### config.mk
export PLATFORM = sky130hd
export DESIGN_NAME = mem_wb_flat
export DESIGN_NICKNAME = d
export VERILOG_FILES = /design/src/rtl/mips_pkg.sv /design/src/rtl/mem_wb_if.sv /design/src/rtl/wb_load_align.sv /design/src/rtl/mem_wb.sv /design/src/flat_wrapper.sv
export SDC_FILE = /design/constraint.sdc
export NUM_CORES = 1
export LEC_CHECK = 0
export CORE_UTILIZATION = 30
export CTS_CLUSTER_DIAMETER = 120
export DETAILED_ROUTE_END_ITERATION = 16
export DONT_BUFFER_PORTS = 1
export PLACE_DENSITY = 0.52
export SLEW_MARGIN = 20
export SYNTH_ARGS = -nofsm -noshare
export SYNTH_HDL_FRONTEND = slang
export SYNTH_SLANG_ARGS = --single-unit
### constraint.sdc
create_clock -name i_clk -period 2.2 [get_ports i_clk]
set_input_delay 0.22 -clock i_clk [delete_from_list [all_inputs] [get_ports i_clk]]
set_output_delay 0.22 -clock i_clk [all_outputs]
set_load 0.01 [all_outputs]
### src/rtl/mips_pkg.sv
// Shared pipeline constants: datapath widths and load format codes.
// No logic and no latency.
// No flow control.
package mips_pkg;
   localparam int DATA_W = 32;
   localparam int REG_AW = 5;

   // Load format codes. Codes 5-7 are reserved and decode as LD_LW.
   localparam logic [2:0] LD_LW  = 3'd0;
   localparam logic [2:0] LD_LH  = 3'd1;
   localparam logic [2:0] LD_LHU = 3'd2;
   localparam logic [2:0] LD_LB  = 3'd3;
   localparam logic [2:0] LD_LBU = 3'd4;
endpackage

### src/rtl/mem_wb_if.sv
// MEM-stage to WB-stage bundle: captured inputs plus register file write port.
// No latency of its own.
// No backpressure; the stage accepts every cycle.
// With MEM_WB_RETIRE_CNT_EN defined the bundle also carries o_retire_cnt.
interface mem_wb_if;
   import mips_pkg::*;

   logic                i_valid;
   logic                i_flush;
   logic                i_wr_en;
   logic [REG_AW-1:0]   i_wr_reg;
   logic                i_mem_to_reg;
   logic [2:0]          i_load_type;
   logic [1:0]          i_addr_lo;
   logic [DATA_W-1:0]   i_alu_result;
   logic [DATA_W-1:0]   i_mem_rdata;
   logic [REG_AW-1:0]   o_wr_reg;
   logic [DATA_W-1:0]   o_data;
   logic                o_wr_control;
   logic                o_fwd_valid;
   logic                o_addr_err;
`ifdef MEM_WB_RETIRE_CNT_EN
   logic [31:0]         o_retire_cnt;
`endif

   // MEM stage side: drives the instruction, observes writeback.
   modport master (
      output i_valid, i_flush, i_wr_en, i_wr_reg, i_mem_to_reg,
             i_load_type, i_addr_lo, i_alu_result, i_mem_rdata,
`ifdef MEM_WB_RETIRE_CNT_EN
      input  o_retire_cnt,
`endif
      input  o_wr_reg, o_data, o_wr_control, o_fwd_valid, o_addr_err
   );

   // WB stage side.
   modport slave (
      input  i_valid, i_flush, i_wr_en, i_wr_reg, i_mem_to_reg,
             i_load_type, i_addr_lo, i_alu_result, i_mem_rdata,
`ifdef MEM_WB_RETIRE_CNT_EN
      output o_retire_cnt,
`endif
      output o_wr_reg, o_data, o_wr_control, o_fwd_valid, o_addr_err
   );
endinterface

### src/rtl/wb_load_align.sv
// Load-data extraction: picks the byte/halfword lane and sign/zero extends.
// Purely combinational, zero latency.
// No flow control.
module wb_load_align
   import mips_pkg::*;
(
   input  logic [DATA_W-1:0] rdata,
   input  logic [1:0]        addr_lo,
   input  logic [2:0]        load_type,
   output logic [DATA_W-1:0] data,
   output logic              mis
);
   logic [15:0] half;
   logic [7:0]  lane;

   // Lane selection is little-endian: lane n lives at bits [8n+7:8n].
   always_comb begin
      half = addr_lo[1] ? rdata[31:16] : rdata[15:0];
      lane = 8'(rdata >> {addr_lo, 3'b000});
      data = rdata;
      mis  = 1'b0;
      case (load_type)
         LD_LH: begin
            data = {{16{half[15]}}, half};
            mis  = addr_lo[0];
         end
         LD_LHU: begin
            data = {16'h0000, half};
            mis  = addr_lo[0];
         end
         LD_LB:   data = {{24{lane[7]}}, lane};
         LD_LBU:  data = {24'h000000, lane};
         default: mis  = (addr_lo != 2'b00);  // LW and reserved codes
      endcase
   end
endmodule

### src/rtl/mem_wb.sv
// MEM/WB pipeline register with writeback formatting and forwarding view.
// One cycle from capture to outputs; outputs depend on stage registers only.
// No backpressure; flush kills the instruction being captured.
// Optional MEM_WB_RETIRE_CNT_EN adds a free-running retired-instruction counter.
module mem_wb
   import mips_pkg::*;
(
   input  logic   i_clk,
   input  logic   i_rst,
   mem_wb_if.slave bus
);
   logic                r_valid;
   logic                r_wr_en;
   logic [REG_AW-1:0]   r_wr_reg;
   logic                r_mem_to_reg;
   logic [2:0]          r_load_type;
   logic [1:0]          r_addr_lo;
   logic [DATA_W-1:0]   r_alu_result;
   logic [DATA_W-1:0]   r_mem_rdata;

   logic [DATA_W-1:0]   load_data;
   logic                load_mis;
   logic                mis;

   // Stage register: reset clears everything, flush only kills validity.
   always_ff @(posedge i_clk) begin
      if (i_rst) begin
         r_valid      <= 1'b0;
         r_wr_en      <= 1'b0;
         r_wr_reg     <= '0;
         r_mem_to_reg <= 1'b0;
         r_load_type  <= '0;
         r_addr_lo    <= '0;
         r_alu_result <= '0;
         r_mem_rdata  <= '0;
      end else if (bus.i_flush) begin
         r_valid      <= 1'b0;
      end else begin
         r_valid      <= bus.i_valid;
         r_wr_en      <= bus.i_wr_en;
         r_wr_reg     <= bus.i_wr_reg;
         r_mem_to_reg <= bus.i_mem_to_reg;
         r_load_type  <= bus.i_load_type;
         r_addr_lo    <= bus.i_addr_lo;
         r_alu_result <= bus.i_alu_result;
         r_mem_rdata  <= bus.i_mem_rdata;
      end
   end

   wb_load_align u_align (
      .rdata     (r_mem_rdata),
      .addr_lo   (r_addr_lo),
      .load_type (r_load_type),
      .data      (load_data),
      .mis       (load_mis)
   );

   // Misalignment only matters for loads; r0 is never written.
   assign mis              = r_mem_to_reg & load_mis;
   assign bus.o_addr_err   = r_valid & mis;
   assign bus.o_wr_control = r_valid & r_wr_en & (r_wr_reg != '0) & ~mis;
   assign bus.o_fwd_valid  = bus.o_wr_control;
   assign bus.o_wr_reg     = r_wr_reg;
   assign bus.o_data       = r_mem_to_reg ? load_data : r_alu_result;

`ifdef MEM_WB_RETIRE_CNT_EN
   logic [31:0] retire_cnt;

   // Counts every instruction leaving WB that did not fault; wraps naturally.
   always_ff @(posedge i_clk) begin
      if (i_rst)
         retire_cnt <= '0;
      else if (r_valid & ~bus.o_addr_err)
         retire_cnt <= retire_cnt + 32'd1;
   end

   assign bus.o_retire_cnt = retire_cnt;
`endif
endmodule

### src/flat_wrapper.sv
// flat-port wrapper written by rule: the top's interface ports become plain ports
module mem_wb_flat import mips_pkg::*;
  (i_clk, i_rst, bus_i_valid, bus_i_flush, bus_i_wr_en, bus_i_wr_reg, bus_i_mem_to_reg, bus_i_load_type, bus_i_addr_lo, bus_i_alu_result, bus_i_mem_rdata, bus_o_wr_reg, bus_o_data, bus_o_wr_control, bus_o_fwd_valid, bus_o_addr_err);
  mem_wb_if bus_i ();
  input  logic i_clk;
  input  logic i_rst;
  input wire logic [$bits(bus_i.i_valid)-1:0] bus_i_valid;
  input wire logic [$bits(bus_i.i_flush)-1:0] bus_i_flush;
  input wire logic [$bits(bus_i.i_wr_en)-1:0] bus_i_wr_en;
  input wire logic [$bits(bus_i.i_wr_reg)-1:0] bus_i_wr_reg;
  input wire logic [$bits(bus_i.i_mem_to_reg)-1:0] bus_i_mem_to_reg;
  input wire logic [$bits(bus_i.i_load_type)-1:0] bus_i_load_type;
  input wire logic [$bits(bus_i.i_addr_lo)-1:0] bus_i_addr_lo;
  input wire logic [$bits(bus_i.i_alu_result)-1:0] bus_i_alu_result;
  input wire logic [$bits(bus_i.i_mem_rdata)-1:0] bus_i_mem_rdata;
  output wire logic [$bits(bus_i.o_wr_reg)-1:0] bus_o_wr_reg;
  output wire logic [$bits(bus_i.o_data)-1:0] bus_o_data;
  output wire logic [$bits(bus_i.o_wr_control)-1:0] bus_o_wr_control;
  output wire logic [$bits(bus_i.o_fwd_valid)-1:0] bus_o_fwd_valid;
  output wire logic [$bits(bus_i.o_addr_err)-1:0] bus_o_addr_err;
  assign bus_i.i_valid = bus_i_valid;
  assign bus_i.i_flush = bus_i_flush;
  assign bus_i.i_wr_en = bus_i_wr_en;
  assign bus_i.i_wr_reg = bus_i_wr_reg;
  assign bus_i.i_mem_to_reg = bus_i_mem_to_reg;
  assign bus_i.i_load_type = bus_i_load_type;
  assign bus_i.i_addr_lo = bus_i_addr_lo;
  assign bus_i.i_alu_result = bus_i_alu_result;
  assign bus_i.i_mem_rdata = bus_i_mem_rdata;
  assign bus_o_wr_reg = bus_i.o_wr_reg;
  assign bus_o_data = bus_i.o_data;
  assign bus_o_wr_control = bus_i.o_wr_control;
  assign bus_o_fwd_valid = bus_i.o_fwd_valid;
  assign bus_o_addr_err = bus_i.o_addr_err;
  mem_wb u_core (.i_clk(i_clk), .i_rst(i_rst), .bus(bus_i));
endmodule
# Word-level counts from Yosys, hierarchy flattened
# Cells that the tools add are included.
# totals
elab_cells	28
out_inout_bits	40
regBits	77
inputBits	80
# op_classes
n_shift	1
reduce_logical	5
n_eq_ne	4
muxes	4
n_bitwise	6
# ops
op	count
$pmux W32 S4	1
$mux W32	1
$shr A32 B5 Y8	1
$mux W16	1
$eq A3 B2 Y1 const B	2
$reduce_or A2 Y1	3
$and A1 B1 Y1	5
$reduce_bool A5 Y1	1
$eq A3 B1 Y1 const B	1
$eq A3 B3 Y1 const B	1
$pmux W1 S2	1
$reduce_bool A2 Y1	1
$not A1 Y1	1

# Logic depth before layout (Yosys ltp)
# Gate-level depths: netlist (run 1).
# depth
depth_word	6
depth_mapped	6
depth_no_buf	4

# By module
# A second synthesis (run 1) with hierarchy kept.
# unflattened
hier_cells	414
area_unflattened_um2	4051.4
# by_module_without_submodules
module	cells_each	area_each_um2	instances	seq_area_each_um2
mem_wb	289	3129.3	1	1541.5
wb_load_align	125	922.1	1	0.0

# Worst setup path before layout (run 1)
# No wires, ideal clock.
# synth_path
kind	register to output
start	reg u_core.r_addr_lo[1]
end	out bus_o_data[6]
t_arrival_ns	1.668
path_buffers	2
required_ns	1.980
stages_incl_launch_ff	6
slack_ns	0.312
path_cell_list	dfxtp_1 buf_2 buf_1 mux2_2 a222oi_1 a21oi_1
# synth_via
elab_chain_len	3
# synth_rtl
item	line_no	text
start, declared	mem_wb.sv:17	logic [1:0] r_addr_lo;
start signal, assigned	mem_wb.sv:44	r_addr_lo <= bus.i_addr_lo;
$shr A32 B5 Y8 or $mux W16 (tied branches)	wb_load_align.sv:19, wb_load_align.sv:18	
$pmux W32 S4 (*)	wb_load_align.sv:22	case (load_type)
$mux W32 (*)	mem_wb.sv:64	assign bus.o_data = r_mem_to_reg ? load_data : r_alu_result;
end, declared	flat_wrapper.sv:17	output wire logic [$bits(bus_i.o_data)-1:0] bus_o_data;
# Every way passes the cells marked *; elsewhere a longest branch is shown, timed or not.

# Final worst setup path (run 1)
# Ends and elaborated chain as after synthesis.

==> impl_metrics.ini, run 1 <==
[timing]
timing.final.crit_period_ps = 2170
rsz0062_at_grt = yes
tns_ps = 0
fmax_mhz = 460
hold_violations = 0
finalClockSkew_ps = 0
slew_viol_final = 0
period_share_pct = 98.8
slew_headroom_pct = 65.2
tightestPinTransition_ps = 515
setup_viol = 0

[setup_path]
crit_path_max_fanout = 16
crit_arrival_ps = 1950
r2r_cells = 3
slowest_delay_ps = 460
crit_type = reg -> out
rrSetupSlack_ps = 1130
r2r_start = u_core.r_mem_to_reg
path_cells = buf_12 > mux2_2 > a222oi_1 > a21oi_1 > buf_4
crit_path_start_kind = flip-flop
crit_path_end_kind = output port
setup.worst_path.start = u_core.r_addr_lo[1]
required_ps = 1980
r2r-end = u_core.r_mem_to_reg
crit_slowest_cell = a222oi_1

[power]
p_leak_nw = 1.91
power.internal_mw = 2.85
clkPwrFrac_pct = 45.2
power_frac_seq_pct = 40.7
p_switching_mw = 0.985
ir_worst_vdd_uv = 390
sw_frac_of_total_pct = 25.7
powerDensity_nw_per_um2 = 832
combPwrFrac_pct = 14.1
finalPower_mw = 3.83

[yosys]
ys_ff_latch = 77
synth_top_area_share_pct = 40.5
synth_top_area_cell = dfxtp_1
synth_flop_cell = dfxtp_1
synth_top_family_by_area = multiplexers
ys_types = 37
seq_area_frac_synth_pct = 40.5
yosys.area_share.xor_xnor_pct = 0.230
synth_simple_gate_area_share_pct = 14.1
synthCells = 423
synth_area_um2 = 3800
synth-edff-count = 0
avgSynthCellArea_um2 = 8.99
synthAdderAreaFrac_pct = 0
synthMuxAreaShare_pct = 25.0
synth_async_sr_flop_share_pct = 0
synth_compound_area_share_pct = 15.5
synth_area_leaders = dfxtp_1 (41%), mux2i_1 (20%), nor2_1 (11%), mux2_2 (4.1%), a21oi_1 (3.0%)
synth_fp_nets = 503
ys_warn_count = 0

[flow_run]
maxCapViolations = 0

[hold_path]
whs_path_depth = 2
worstHoldStart = bus_i_mem_rdata[22]
hold_class = in -> reg
worstHoldEndpoint = u_core.r_mem_rdata[22]

[placement]
place.detailed.hpwl_um = 7720
place_congestion = 0.803
io_buffer_count = 0

[layout]
syn_to_final_growth_pct = 21.0
layout_common_cells = nor2_1 (110), mux2i_1 (77), dfxtp_1 (72)
drive_gt1_share_pct = 20.8
final_common_cell = nor2_1
final_util_pct = 37.8
diodes = 0
nets = 507
n_fill_cell = 1281

[outcome]
status = finished, final reports clean

[floorplan]
die_h_um = 115
pin_count = 120
rows = 40
start_util_pct = 31.3
die_x_um = 115
core_area_um2 = 12200
dieArea_um2 = 13100

[clocking]
clock_sink_count = 77
clock_latency_ps = 340
cts_tree = yes
cts_root_buf = clkbuf_16
clkTransAtPathRegs_ps = 70
numCtsBuffers = 9
clk_path_buf_depth = 2
htreeDepth = 3

[global_route]
met1_usage_pct = 23.0
gr-total-overflow = 0
first_global_vias = 2950
antenna_found_initial = 0
use_met3_pct = 5.61
busiest_layer = met2
globalRouteTotalUtil_pct = 17.3
use_met2_pct = 26.0
grt_max_degree = 78
grt_pass1_wl_um = 16700

[detailed_routing]
vias = 3069
wl_per_cell_um = 18.6
drt-total-wl_um = 11200
post_drt_via_cell_ratio = 5.12
postRouteAntennaNets = 0
firstDrtPassIters = 4
drc = 0
drt-initial-drc-count = 264
Yosys cell counts, types with 3 or more instances:
library cell,instances
nor2_1,111
dfxtp_1,77
mux2i_1,77
a21oi_1,23
clkbuf_1,21
nand2_1,18
mux2_2,14
o21ai_0,11
a21oi_2,10
a222oi_1,7
a2bb2oi_1,7
buf_2,7
o311ai_0,7
buf_1,6
inv_1,3
o211ai_1,3
logic make-up after synthesis:
group / after synthesis
and+or+nand+nor: 136
DFF: 77
muxes: 92
xor gates and xnor gates: 1
buffers and inverters: 39
AOI/OAI and AO/OA: 78
stage by stage:
stage / hold WS [ps] / setup WS, ps / instances / area [µm²]
floorplan: 364 / 312 / 423 / 3800
global placement: 298 / 291 / 574 / 4000
detailed placement: 300 / 259 / 574 / 4000
CTS: 9.72 / -42.7 / 594 / 4450
global route: 11.2 / -36.3 / 600 / 4600
finish: 13.4 / 27.3 / 600 / 4600
area by class of cell:
| class | instances | area (µm²) | area share [%] |
|---|---|---|---|
| Clock buffer | 9 | 225 | 4.89 |
| Tap cell | 168 | 210 | 4.57 |
| Timing Repair Buffer | 29 | 298 | 6.47 |
| Multi-Input combinational cell | 307 | 2180 | 47.5 |
| Sequential cell | 77 | 1550 | 33.7 |
| Clock inverter | 7 | 121 | 2.64 |
| Inverter | 3 | 11.3 | 0.245 |
worst max path at each step:
| stage | end | depth (start not counted) | slack, ps |
|---|---|---|---|
| 6_report | bus_o_data[6] | 5 | 30 |
| 5_1_grt | bus_o_data[1] | 5 | -40 |
| 4_1_cts | bus_o_data[1] | 5 | -40 |
| 3_5_place_dp | bus_o_data[7] | 6 | 260 |
| 3_3_place_gp | bus_o_data[7] | 6 | 290 |
| 2_1_floorplan | bus_o_data[6] | 5 | 310 |
critical path, delay by kind of cell (launching register included):
family                 cells  cell delay, ps
AOI/OAI and AO/OA          2             590
DFF                        1             360
muxes                      1             350
buffers and inverters      2             320
routing by layer:
metal  up-vias  share of wire [%]
li1       1498                  -
met1      1448                 46
met2       107                 44
met3        16                7.9
met4         0                1.5
met5         -                  0
power groups by stage:
stage | combinational (mW) | clock [mW] | sequential, mW
finish | 0.539 | 1.73 | 1.56
global route | 0.592 | 1.84 | 1.57
CTS | 0.507 | 1.77 | 1.56
detailed placement | 0.465 | 0 | 1.59
global placement | 0.456 | 0 | 1.58
floorplan | 0.411 | 0 | 1.55
what timing repair did:
item                                    in CTS  in global routing
gates resized for setup                      9                 27
pin swaps                                    3                  7
buffers inserted                             2                  6
endpoints found under the setup margin      31                 31
cloned                                       0                  0
hold endpoints to repair                    77                  0
hold buffers                                 2                  0
Note: power is estimated with default switching activity, not from simulation.
==> run 2: changes to the inputs <==
--- a/config.mk
+++ b/config.mk
@@ -5,11 +5,11 @@
 export SDC_FILE = /design/constraint.sdc
 export NUM_CORES = 1
 export LEC_CHECK = 0
+export CORE_MARGIN = 1.5
 export CORE_UTILIZATION = 30
 export CTS_CLUSTER_DIAMETER = 120
 export DETAILED_ROUTE_END_ITERATION = 16
 export DONT_BUFFER_PORTS = 1
-export PLACE_DENSITY = 0.52
 export SLEW_MARGIN = 20
 export SYNTH_ARGS = -nofsm -noshare
 export SYNTH_HDL_FRONTEND = slang
==> impl_metrics.ini, run 2 (synthesized netlist as in run 1, its figures left out) <==
[outcome]
status = complete, but fails checks
violations = setup timing

[layout]
syn_to_final_growth_pct = 19.8
nets = 507
final_util_pct = 37.3
diodes = 0
fin_cells = 598
layout_common_cells = nor2_1 (110), mux2i_1 (77), dfxtp_1 (74)
drive_gt1_share_pct = 19.8
final_common_cell = nor2_1

[setup_path]
required_ps = 1980
slowest_delay_ps = 540
path_depth = 4
crit_buf_inv = 0
path_cells = mux4_2 > a41oi_4 > o41a_4 > a21oi_2
crit_slowest_cell = mux4_2
crit_path_end_kind = output port
crit_path_start_kind = flip-flop
r2r_cells = 4
crit_family = compound AO/OA/AOI/OAI gates
crit_type = reg -> out
crit_arrival_ps = 2030
crit_path_max_fanout = 8

[clocking]
cts_tree = yes
clock_sink_count = 77
clk_path_buf_depth = 2
numCtsBuffers = 9
clock_latency_ps = 330
cts_root_buf = clkbuf_16
htreeDepth = 3
clkTransAtPathRegs_ps = 60

[hold_path]
whs_path_depth = 2
hold_class = in -> reg

[timing]
setup_slack_ps = -49.6
fmax_mhz = 445
finalClockSkew_ps = 0
tightestPinTransition_ps = 540
hold_violations = 0
tns_ps = -599
slew_headroom_pct = 63.6
setup_viol = 16
period_share_pct = 102
rsz0062_at_grt = yes
slew_viol_final = 0
timing.final.crit_period_ps = 2250
fin_hold_ws_ps = 29.9

[detailed_routing]
firstDrtPassIters = 6
drt-initial-drc-count = 241
wl_per_cell_um = 19.7
drc = 0
post_drt_via_cell_ratio = 5.22
postRouteAntennaNets = 0
vias = 3121
drt-total-wl_um = 11800

[placement]
dp.cells = 573
io_buffer_count = 0
place.detailed.hpwl_um = 8230
place_congestion = 0.824

[power]
powerDensity_nw_per_um2 = 792
finalPower_mw = 3.61
ir_worst_vdd_uv = 489
p_leak_nw = 1.88

[floorplan]
dieArea_um2 = 13400
die_h_um = 116
core_area_um2 = 12200
rows = 40
pin_count = 120
die_x_um = 116
start_util_pct = 31.1

[flow_run]
maxCapViolations = 0

[global_route]
grt_max_degree = 78
first_global_vias = 3073
gr-total-overflow = 0
grt_pass1_wl_um = 17200
globalRouteTotalUtil_pct = 17.7
antenna_found_initial = 0
==> run 2: cell types whose count changed in the layout (fill, tap and decap cells not counted), moves of 2 or more <==
cell	previous run	this run
a21oi_2	15	9
a21oi_4	1	7
buf_12	4	0
clkbuf_8	0	3
bufinv_16	3	1
dfxtp_1	72	74
dfxtp_2	3	1
inv_6	2	0
==> run 2: report_power, final <==
| part | switching, mW | internal, mW | total [mW] |
|---|---|---|---|
| clock network | 0.542 | 0.959 | 1.50 |
| logic | 0.301 | 0.245 | 0.546 |
| registers | 0.0813 | 1.48 | 1.56 |
==> run 2: timing repair <==
action,CTS,global route
endpoints found under the hold margin,77,0
pin swaps,3,11
cloned,1,0
setup buffers,2,6
setup endpoints to repair,31,31
hold buffers,2,0
gates resized for setup,22,12
==> run 2: worst paths after layout <==
kind / start / endpoint / slack (ps)
max: u_core.r_addr_lo[1] / bus_o_data[27] / -50
min: bus_i_alu_result[5] / u_core.r_alu_result[5] / 30
max reg2reg: u_core.r_load_type[0] / u_core.r_load_type[0] / 1240
min reg2reg: u_core.r_alu_result[0] / u_core.r_alu_result[0] / 500
==> run 2: stage by stage <==
stage	setup slack, ps	cell area (µm²)
floorplan	312	3800
global placement	217	3990
detailed placement	111	3990
CTS	-61.7	4460
global route	-114	4560
finish	-49.6	4560
==> run 2: final cells by class <==
| cell class | count | area, µm² |
|---|---|---|
| Clock buffer | 13 | 270 |
| Clock inverter | 1 | 30.0 |
| Fill cell | 1273 | 7660 |
| Inverter | 3 | 11.3 |
| Multi-Input combinational cell | 308 | 2230 |
| Sequential cell | 77 | 1550 |
| Tap cell | 168 | 210 |
| Timing Repair Buffer | 28 | 251 |
==> run 2: metal layers <==
layer / wire (µm) / vias up / track usage (%)
met5: 0 / - / 0
met4: 113 / 0 / 5.27
met3: 854 / 7 / 6.22
met2: 5650 / 123 / 29.5
met1: 5170 / 1494 / 21.6
li1: - / 1497 / -
==> run 3: changes to the inputs <==
--- a/config.mk
+++ b/config.mk
@@ -5,11 +5,14 @@
 export SDC_FILE = /design/constraint.sdc
 export NUM_CORES = 1
 export LEC_CHECK = 0
+export CELL_PAD_IN_SITES_DETAIL_PLACEMENT = 0
+export CELL_PAD_IN_SITES_GLOBAL_PLACEMENT = 1
 export CORE_MARGIN = 1.5
 export CORE_UTILIZATION = 30
 export CTS_CLUSTER_DIAMETER = 120
 export DETAILED_ROUTE_END_ITERATION = 16
 export DONT_BUFFER_PORTS = 1
+export PLACE_DENSITY_LB_ADDON = 0.1
 export SLEW_MARGIN = 20
 export SYNTH_ARGS = -nofsm -noshare
 export SYNTH_HDL_FRONTEND = slang
==> constraint.sdc (replaced) <==
create_clock -name i_clk -period 2.85 [get_ports i_clk]
set_input_delay 0.285 -clock i_clk [delete_from_list [all_inputs] [get_ports i_clk]]
set_output_delay 0.285 -clock i_clk [all_outputs]
set_load 0.01 [all_outputs]
==> impl_metrics.ini, run 3 (synthesized netlist as in run 1, its figures left out) <==
[outcome]
status = finished, final reports clean

[floorplan]
dieArea_um2 = 13400
start_util_pct = 31.1
rows = 40
die_h_um = 116
die_x_um = 116
pin_count = 120
core_area_um2 = 12200

[setup_path]
crit_path_start_kind = flip-flop
slowest_delay_ps = 560
path_cells = buf_4 > nand3b_1 > a21boi_2 > a222oi_1 > a21oi_1 > buf_4
rrSetupSlack_ps = 1840
crit_arrival_ps = 2310
crit_type = reg -> out
crit_path_max_fanout = 15
cp_common_cell = buf_4
crit_slowest_cell = dfxtp_1
required_ps = 2570
crit_path_end_kind = output port

[timing]
fin_hold_ws_ps = 14.3
tightestPinTransition_ps = 651
finalClockSkew_ps = 0
rsz0062_at_grt = no
fmax_mhz = 386
timing.final.crit_period_ps = 2590
slew_viol_final = 0
hold_violations = 0
slew_headroom_pct = 56.0
setup_viol = 0
setup_slack_ps = 257
period_share_pct = 91.0
tns_ps = 0

[layout]
drive_gt1_share_pct = 14.1
fin_cells = 585
syn_to_final_growth_pct = 12.5
diodes = 0
final_common_cell = nor2_1
nets = 492
layout_common_cells = nor2_1 (111), mux2i_1 (77), dfxtp_1 (77)

[detailed_routing]
vias = 2956
post_drt_via_cell_ratio = 5.05
postRouteAntennaNets = 0
wl_per_cell_um = 19.0
drc = 0
firstDrtPassIters = 6
drt-total-wl_um = 11100
drt-initial-drc-count = 230

[placement]
place_congestion = 0.786
pre_cts_slack_ps = 628
dp.cells = 567
place.detailed.hpwl_um = 7780
io_buffer_count = 0

[clocking]
clock_latency_ps = 340
numCtsBuffers = 9
clk_path_buf_depth = 2
cts_tree = yes
htreeDepth = 3
clkTransAtPathRegs_ps = 60
cts_root_buf = clkbuf_16
clock_sink_count = 77
post_cts_buffers = 0

[flow_run]
maxCapViolations = 0

[power]
p_leak_nw = 1.77
ir_worst_vdd_uv = 320
powerDensity_nw_per_um2 = 644

[global_route]
antenna_found_initial = 0
globalRouteTotalUtil_pct = 16.9
first_global_vias = 2750
gr-total-overflow = 0
grt_pass1_wl_um = 16500
grt_max_degree = 78

[hold_path]
hold_class = in -> reg
==> run 3: changes by cell type in the layout (fill, tap and decap cells not counted), moves of 2 or more <==
cell / before / now
a21oi_4: 7 / 0
buf_6: 3 / 0
buf_4: 22 / 12
a21oi_1: 17 / 23
dfxtp_4: 2 / 0
dfxtp_1: 74 / 77
==> run 3: power by group <==
group / switching [mW] / internal, mW
Combinational: 0.187 / 0.157
Sequential: 0.0624 / 1.14
Clock: 0.459 / 0.749
==> run 3: cell type report <==
type,instances,area [µm²]
fill,1322,7930
inverter,3,11.3
clock inverter,3,42.5
clock buffer,13,270
tap,168,210
multi-input combinational,307,2090
sequential,77,1540
timing repair buffer,14,110
==> run 3: through the flow <==
step / power [mW] / cell area [µm²] / utilization (%)
finish: 2.76 / 4280 / 35.1
global route: 2.88 / 4280 / 35.1
CTS: 2.79 / 4270 / 35.0
detailed placement: 1.57 / 3950 / 32.3
global placement: 1.57 / 3950 / 32.3
floorplan: 1.52 / 3800 / -
==> run 3: path summary, 6_finish.rpt <==
check / start / cells after the start / end
max: u_core.r_load_type[2] / 6 / bus_o_data[2]
min: i_rst / 1 / u_core.r_mem_rdata[23]
min reg2reg: u_core.r_alu_result[2] / 2 / u_core.r_alu_result[2]
max reg2reg: u_core.r_mem_to_reg / 3 / u_core.r_mem_to_reg
==> run 3: metal layers <==
layer  share of wire (%)  track usage, %  vias to the layer above
li1                    -               -                     1457
met1                  47            22.6                     1387
met2                  43            25.0                       98
met3                 8.2            5.60                       14
met4                 1.8            7.16                        0
met5                   0               0                        -
==> run 3: repair_timing <==
item	in CTS	in global routing
hold endpoints to repair	6	1
gates resized for setup	0	0
hold buffers	1	1
==> run 3: worst max-delay path: cells and delay by family (launching register included) <==
family,cells,cell delay [ps]
buffers and inverters,2,420
flip-flops,1,560
AND/OR/NAND/NOR,1,300
AO/OA/AOI/OAI,3,670
